`config.mk`:
```
export PLATFORM = sky130hd
export DESIGN_NAME = axi4s_downsizer_flat
export DESIGN_NICKNAME = d
export VERILOG_FILES = /design/src/rtl/axi4s_pkg.sv /design/src/rtl/axi4_stream_if.sv /design/src/rtl/axi4s_downsizer.sv /design/src/flat_wrapper.sv
export SDC_FILE = /design/constraint.sdc
export NUM_CORES = 1
export LEC_CHECK = 0
export BUFFER_PORTS_ARGS = -buffer_cell sky130_fd_sc_hd__buf_2
export CAP_MARGIN = 15
export CORE_MARGIN = 2
export CORE_UTILIZATION = 25
export DETAILED_ROUTE_END_ITERATION = 10
export PLACE_DENSITY = 0.51
export SYNTH_ARGS = -nofsm -noshare
export SYNTH_HDL_FRONTEND = slang
export SYNTH_SLANG_ARGS = --single-unit
```
`constraint.sdc`:
```
create_clock -name aclk -period 3.15 [get_ports aclk]
set_clock_uncertainty 0.05 [all_clocks]
set_input_delay 0.63 -clock aclk [delete_from_list [all_inputs] [get_ports aclk]]
set_output_delay 0.63 -clock aclk [all_outputs]
set_load 0.005 [all_outputs]
```
`src/rtl/axi4s_pkg.sv`:
```
// Shared AXI4-Stream typedefs used by the stream width converters and FIFOs.
package axi4s_pkg;

    // Holding register empty (IDLE) or carrying a beat still being sliced (SEND).
    typedef enum logic {
        IDLE = 1'b0,
        SEND = 1'b1
    } state_t;

endpackage

```
`src/rtl/axi4_stream_if.sv`:
```
// Minimal AXI4-Stream bundle: S is the receiving side, M the driving side.
interface axi4_stream_if #(
    parameter int AXI4SDATALEN = 32
);
    logic                    TVALID;
    logic                    TREADY;
    logic                    TLAST;
    logic [AXI4SDATALEN-1:0] TDATA;

    modport S (input TVALID, input TDATA, input TLAST, output TREADY);
    modport M (output TVALID, output TDATA, output TLAST, input TREADY);
endinterface

```
`src/rtl/axi4s_downsizer.sv`:
```
// Splits each wide AXI4-Stream beat into RATIO narrow beats, with no bubble
// between consecutive wide beats when the input keeps up.
module axi4s_downsizer
    import axi4s_pkg::*;
#(
    parameter int WR_DLEN   = 32,
    parameter int RD_DLEN   = 8,
    parameter int LSB_FIRST = 1
) (
    input  logic      aclk,
    input  logic      aresetn,
    axi4_stream_if.S  wr,
    axi4_stream_if.M  rd,
    output state_t    state_dbg
);
    localparam int RATIO = WR_DLEN / RD_DLEN;
    localparam int CW    = $clog2(RATIO);
    localparam logic [CW-1:0] CNT_MAX = CW'(RATIO - 1);

    if (((WR_DLEN % RD_DLEN) != 0) || (RATIO < 2)) begin : g_bad_ratio
        $error("axi4s_downsizer: WR_DLEN must be an integer multiple (>=2) of RD_DLEN");
    end

    state_t              state;
    logic [CW-1:0]       cnt;
    logic [WR_DLEN-1:0]  hold;
    logic                hold_last;
    logic [CW-1:0]       idx;
    logic                last_slice;
    logic                wr_hs;
    logic                rd_hs;

    // Handshake: a transfer happens on a rising edge where TVALID and TREADY are
    // both high; once TVALID is up, TDATA/TLAST hold until that transfer.
    assign last_slice = (cnt == CNT_MAX);
    assign idx        = (LSB_FIRST != 0) ? cnt : (CNT_MAX - cnt);
    assign wr_hs      = wr.TVALID && wr.TREADY;
    assign rd_hs      = rd.TVALID && rd.TREADY;

    // Ready is combinational on rd.TREADY so a new beat can replace the last slice.
    assign wr.TREADY = aresetn && ((state == IDLE) || (last_slice && rd.TREADY));
    assign rd.TVALID = (state == SEND);
    assign rd.TDATA  = (state == SEND) ? hold[idx*RD_DLEN +: RD_DLEN] : '0;
    assign rd.TLAST  = (state == SEND) && hold_last && last_slice;
    assign state_dbg = state;

    always_ff @(posedge aclk) begin
        if (!aresetn) begin
            state     <= IDLE;
            cnt       <= '0;
            hold      <= '0;
            hold_last <= 1'b0;
        end else begin
            case (state)
                IDLE: begin
                    if (wr_hs) begin
                        hold      <= wr.TDATA;
                        hold_last <= wr.TLAST;
                        cnt       <= '0;
                        state     <= SEND;
                    end
                end
                SEND: begin
                    if (rd_hs) begin
                        if (!last_slice) begin
                            cnt <= cnt + 1'b1;
                        end else if (wr_hs) begin
                            hold      <= wr.TDATA;
                            hold_last <= wr.TLAST;
                            cnt       <= '0;
                        end else begin
                            cnt   <= '0;
                            state <= IDLE;
                        end
                    end
                end
                default: state <= IDLE;
            endcase
        end
    end

endmodule

```
`src/flat_wrapper.sv`:
```
// flat-port wrapper written by rule: the top's interface ports become plain ports
module axi4s_downsizer_flat import axi4s_pkg::*;
#(
    parameter int WR_DLEN   = 32,
    parameter int RD_DLEN   = 8,
    parameter int LSB_FIRST = 1
)
  (aclk, aresetn, state_dbg, wr_TVALID, wr_TDATA, wr_TLAST, wr_TREADY, rd_TVALID, rd_TDATA, rd_TLAST, rd_TREADY);
  axi4_stream_if #(.AXI4SDATALEN(32)) wr_i ();
  axi4_stream_if #(.AXI4SDATALEN(8)) rd_i ();
  input  logic aclk;
  input  logic aresetn;
  output state_t state_dbg;
  input wire logic [$bits(wr_i.TVALID)-1:0] wr_TVALID;
  input wire logic [$bits(wr_i.TDATA)-1:0] wr_TDATA;
  input wire logic [$bits(wr_i.TLAST)-1:0] wr_TLAST;
  output wire logic [$bits(wr_i.TREADY)-1:0] wr_TREADY;
  output wire logic [$bits(rd_i.TVALID)-1:0] rd_TVALID;
  output wire logic [$bits(rd_i.TDATA)-1:0] rd_TDATA;
  output wire logic [$bits(rd_i.TLAST)-1:0] rd_TLAST;
  input wire logic [$bits(rd_i.TREADY)-1:0] rd_TREADY;
  assign wr_i.TVALID = wr_TVALID;
  assign wr_i.TDATA = wr_TDATA;
  assign wr_i.TLAST = wr_TLAST;
  assign wr_TREADY = wr_i.TREADY;
  assign rd_TVALID = rd_i.TVALID;
  assign rd_TDATA = rd_i.TDATA;
  assign rd_TLAST = rd_i.TLAST;
  assign rd_i.TREADY = rd_TREADY;
  axi4s_downsizer #(.WR_DLEN(WR_DLEN), .RD_DLEN(RD_DLEN), .LSB_FIRST(LSB_FIRST)) u_core (.aclk(aclk), .aresetn(aresetn), .wr(wr_i), .rd(rd_i), .state_dbg(state_dbg));
endmodule
```
### Word level (Yosys, flattened, before mapping)

Index checks and enable logic that the tools add are counted.

| operators by class | value |
|---|---|
| multiplexer cells | 17 |
| add/sub/neg operators | 1 |
| eq/ne operators | 4 |
| shift-type cells | 1 |
| reductions and logical operators | 9 |
| bitwise operators | 1 |

Operators with widths:

| cell | count |
|---|---|
| $mux 32 | 3 |
| $pmux 32 s2 | 1 |
| $shiftx 32x6->8 | 1 |
| $mux 8 | 1 |
| $logic_and 1x1->1 | 6 |
| $mux 1 | 6 |
| $mux 2 | 3 |
| $ne 2x2->1 const B | 2 |
| $pmux 1 s2 | 2 |
| $pmux 2 s2 | 1 |
| $reduce_and 2->1 | 2 |
| $add 2x1->2 const B | 1 |
| $eq 2x2->1 const B | 1 |
| $ne 2x1->1 const B | 1 |
| $logic_or 1x1->1 | 1 |
| $not 1->1 | 1 |

| storage, ports and cells | value |
|---|---|
| bits of input ports | 37 |
| bits in registers | 36 |

### Longest topological paths before layout

| depth | value |
|---|---|
| depth after elaboration | 9 |
| gate-level depth with buffers | 5 |

### Worst setup path after synthesis

No wires, ideal clock.

| timing path | value |
|---|---|
| kind | input -> output |
| from | in aresetn |
| to | out wr_TREADY |
| setup slack | 1.246 ns |
| stages | 3 |
| buffers on the path | 2 |
| arrival | 1.224 ns |
| cell sequence | buf_2 clkbuf_1 and2b_2 |

| on the way | value |
|---|---|
| cells in the longest elaborated chain, start to end | 1 |

Ends and longest elaborated chain:

| item | line | text |
|---|---|---|
| start: declaration | flat_wrapper.sv:12 | `input logic aresetn;` |
| $logic_and 1x1->1 | axi4s_downsizer.sv:41 | `assign wr.TREADY = aresetn && ((state == IDLE) \|\| (last_slice && rd.TREADY));` |
| end: declaration | flat_wrapper.sv:17 | `output wire logic [$bits(wr_i.TREADY)-1:0] wr_TREADY;` |

No other way between the ends.

### Worst setup path after layout

| timing path | value |
|---|---|
| from | reg u_core.cnt[1] |
| to | out rd_TDATA[3] |

| on the way | value |
|---|---|
| cells in the longest elaborated chain, start to end | 2 |

Ends and longest elaborated chain:

| item | line | text |
|---|---|---|
| start: declaration | axi4s_downsizer.sv:25 | `logic [CW-1:0] cnt;` |
| start signal: assignment | axi4s_downsizer.sv:66 | `cnt <= cnt + 1'b1;` |
| $shiftx 32x6->8 | axi4s_downsizer.sv:43 | `assign rd.TDATA = (state == SEND) ? hold[idx*RD_DLEN +: RD_DLEN] : '0;` |
| $mux 8 | axi4s_downsizer.sv:43 |  |
| end: declaration | flat_wrapper.sv:19 | `output wire logic [$bits(rd_i.TDATA)-1:0] rd_TDATA;` |

No other way between the ends.

==> flow_summary_export.csv <==
group,metric,value,unit
power,ir_worst_vdd,0.164,mV
drt,wl_per_cell,11.8,um
logic_synthesis,syn_nets,213,
worst_setup_path,cp_max_fo,10,
cells_and_area,multi_input_area,806,sq um
logic_synthesis,yosysTopAreaCellShare,41.3,%
floorplanning,die_area,7670,sq um
placed_design,dpl.hpwl,2.39,mm
timing,tightest_slew,0.743,ns
logic_synthesis,yosys.area_share.adder,0.717,%
clocking,numCtsBuffers,5,
clocking,clkSinkCount,36,
drt,top_layer_used,"met4",
drt,drt_wl_total,3.54,mm
drt,drt_first_pass_iters,4,
worst_setup_path,critical_path_class,"flip-flop to output pin",
hold_path,hold_depth,2,
floorplanning,coreArea,6760,sq um
clocking,cts_hold_buf,0,
hold_path,holdPathEnd,"u_core.hold_last",
cells_and_area,n_fill_cell,729,
floorplanning,rows,30,
placed_design,dp_cells,293,
drt,met3WireLength,239,um
drt,vias_per_cell,4.13,
clocking,clock_latency,0.28,ns
worst_setup_path,cp_data_required_time,2.47,ns
logic_synthesis,yosys.area_share.simple,13.1,%
floorplanning,ios,49,
drt,drt_iter0_markers,32,
drt,wl_met2,1.60,mm
drt,dr_total_vias,1243,
placed_design,port_buffers,48,
clocking,clockBufferDepth,2,
logic_synthesis,yosys_warnings,0,
clocking,cts_tree,"yes",
logic_synthesis,synthXorXnorAreaFrac,0,%
cells_and_area,fin_cells,301,
global_route,grt_pass1_vias,1207,
clocking,postCtsSetupBuffers,0,
timing,fin_crit,2.57,ns
clocking,post_cts_resized,0,
power,power,963,uW
timing,slew_headroom,50.5,%
timing,slew_viol_final,0,
logic_synthesis,synthDistinctLibCells,20,
timing,period_share,81.7,%
placed_design,place.gp.congestion,0.686,
timing,hold_viol,0,
logic_synthesis,synth_compound_area_share,2.51,%
logic_synthesis,yosysSeqAreaShare,41.3,%
global_route,overflow,0,
worst_setup_path,setup.worst_path.end_class,"output pin",
drt,drc_errors,0,
cells_and_area,areaGrowthSynthToFinish,19.6,%
cells_and_area,nets,258,
worst_setup_path,r2r_end,"u_core.hold[22]",
clocking,cts_htree_levels,2,
worst_setup_path,worst_ep_arrival_time,1.89,ns
timing,max_freq,389,MHz
cells_and_area,final_cell_mix,"buf_2, dfxtp_1, nand2_1, mux2i_1, inv_1",
logic_synthesis,synth_top_family_by_area,"multiplexers",
logic_synthesis,synth_seq_cells,36,
cells_and_area,regArea,721,sq um
hold_path,min_from,"u_core.hold_last",
worst_setup_path,reg2reg_from,"u_core.cnt[1]",
run_status,outcome,"completed",
clocking,cts-root-buf,"clkbuf_8",
global_route,antenna_found_initial,0,
floorplanning,dieHeight,87.6,um
global_route,grt_max_degree,37,
worst_setup_path,setup.worst_path.start_class,"flip-flop",
worst_setup_path,reg2reg_depth,4,
logic_synthesis,synth_area_leaders,"dfxtp_1, mux2i_1, mux4_2, nand2_1, inv_1",
cells_and_area,diodes,0,
logic_synthesis,syn_avg_cell_area,9.97,sq um
logic_synthesis,synth_top_area_cell,"dfxtp_1",
cells_and_area,layout_commonest_cell,"buf_2",
worst_setup_path,rrSetupSlack,0.92,ns
global_route,grt_first_pass_wirelength,5.62,mm
power,power.leakage,0.000996,uW
hold_path,hold_class,"flip-flop to flip-flop",
logic_synthesis,synth_mux_area_share,29.8,%
global_route,track_usage,9.70,%
drt,met1_length,1.64,mm
floorplanning,die_w,87.6,um
timing,setup_viol,0,
cells_and_area,drive_gt1_share,29.9,%
cells_and_area,utilization,30.9,%
drt,ant_nets,0,
power,p_per_area,461,nW/um^2
logic_synthesis,synthCells,175,
clocking,clk_pin_slew,0.07,ns
timing,rsz0062_at_grt,"false",
timing,setup_tns,0,ns
logic_synthesis,syn-cell-area,1750,sq um
job,max-cap-violations,0,
floorplanning,initial_core_util,25.8,%
==> where the power goes <==
part | switching (uW) | internal [uW] | leakage [uW]
logic | 50.9 | 65.0 | 0.000654
registers | 22.1 | 487 | 0.000296
clock network | 159 | 178 | 0.0000455
total | 232 | 731 | 0.000996
==> how the worst max path moves through the flow <==
| stage | from | slack [ns] | to | cells after the start |
|---|---|---|---|---|
| after global routing | u_core.cnt[1] | 0.43 | rd_TDATA[5] | 3 |
| final | u_core.cnt[1] | 0.58 | rd_TDATA[3] | 3 |
| after floorplan | aresetn | 1.25 | wr_TREADY | 3 |
| after CTS | u_core.cnt[1] | 0.50 | rd_TDATA[3] | 3 |
| after detailed placement | u_core.cnt[1] | 0.83 | rd_TDATA[3] | 3 |
| after global placement | u_core.cnt[1] | 0.83 | rd_TDATA[7] | 3 |
==> sequential cells by signal, summed over array words and instances (netlist names) <==
name and flops:
u_core.cnt 2, u_core.hold 32, u_core.hold_last 1, u_core.rd.TVALID 1
==> critical path, cell delays in order (launching register included) <==
cell and delay, ns:
dfxtp_1 0.73, mux4_2 0.57, and2_1 0.18, buf_2 0.12
==> layout make-up <==
cell class | instances | share of cell area [%]
clock buffers | 8 | 4.31
flip-flops and latches | 36 | 34.5
well taps | 80 | 4.79
inverters | 33 | 5.93
repair buffers | 49 | 11.9
multi-input cells | 95 | 38.6
==> synth_stat cells <==
library cell	n
clkbuf_1	4
buf_6	2
inv_1	33
buf_4	1
and2_1	8
o21a_1	1
buf_8	3
nor2b_1	2
nand2_1	34
a21boi_4	1
dfxtp_1	36
nor2_8	1
mux2i_1	34
nor2_1	1
a32oi_1	2
buf_2	1
and3_1	1
and2b_2	1
ha_1	1
mux4_2	8
==> cells by family after synthesis <==
group / after synthesis
AOI/OAI and AO/OA: 4
adders and majority gates: 1
buffers and inverters: 44
DFF: 36
muxes: 42
and+or+nand+nor: 48
==> through the flow <==
stage,setup WS [ns],instance area [sq um],hold WS [ns]
floorplan,1.25,1750,0.380
global placement,0.835,2000,0.391
detailed placement,0.832,2000,0.395
CTS,0.495,2090,0.404
global route,0.433,2090,0.421
finish,0.578,2090,0.400
==> layer usage <==
layer / up-vias / track usage [%]
li1: 648 / -
met1: 560 / 11.2
met2: 30 / 16.3
met3: 5 / 3.68
met4: 0 / 3.78
met5: - / 0
Note: power is estimated with default switching activity, not from simulation.
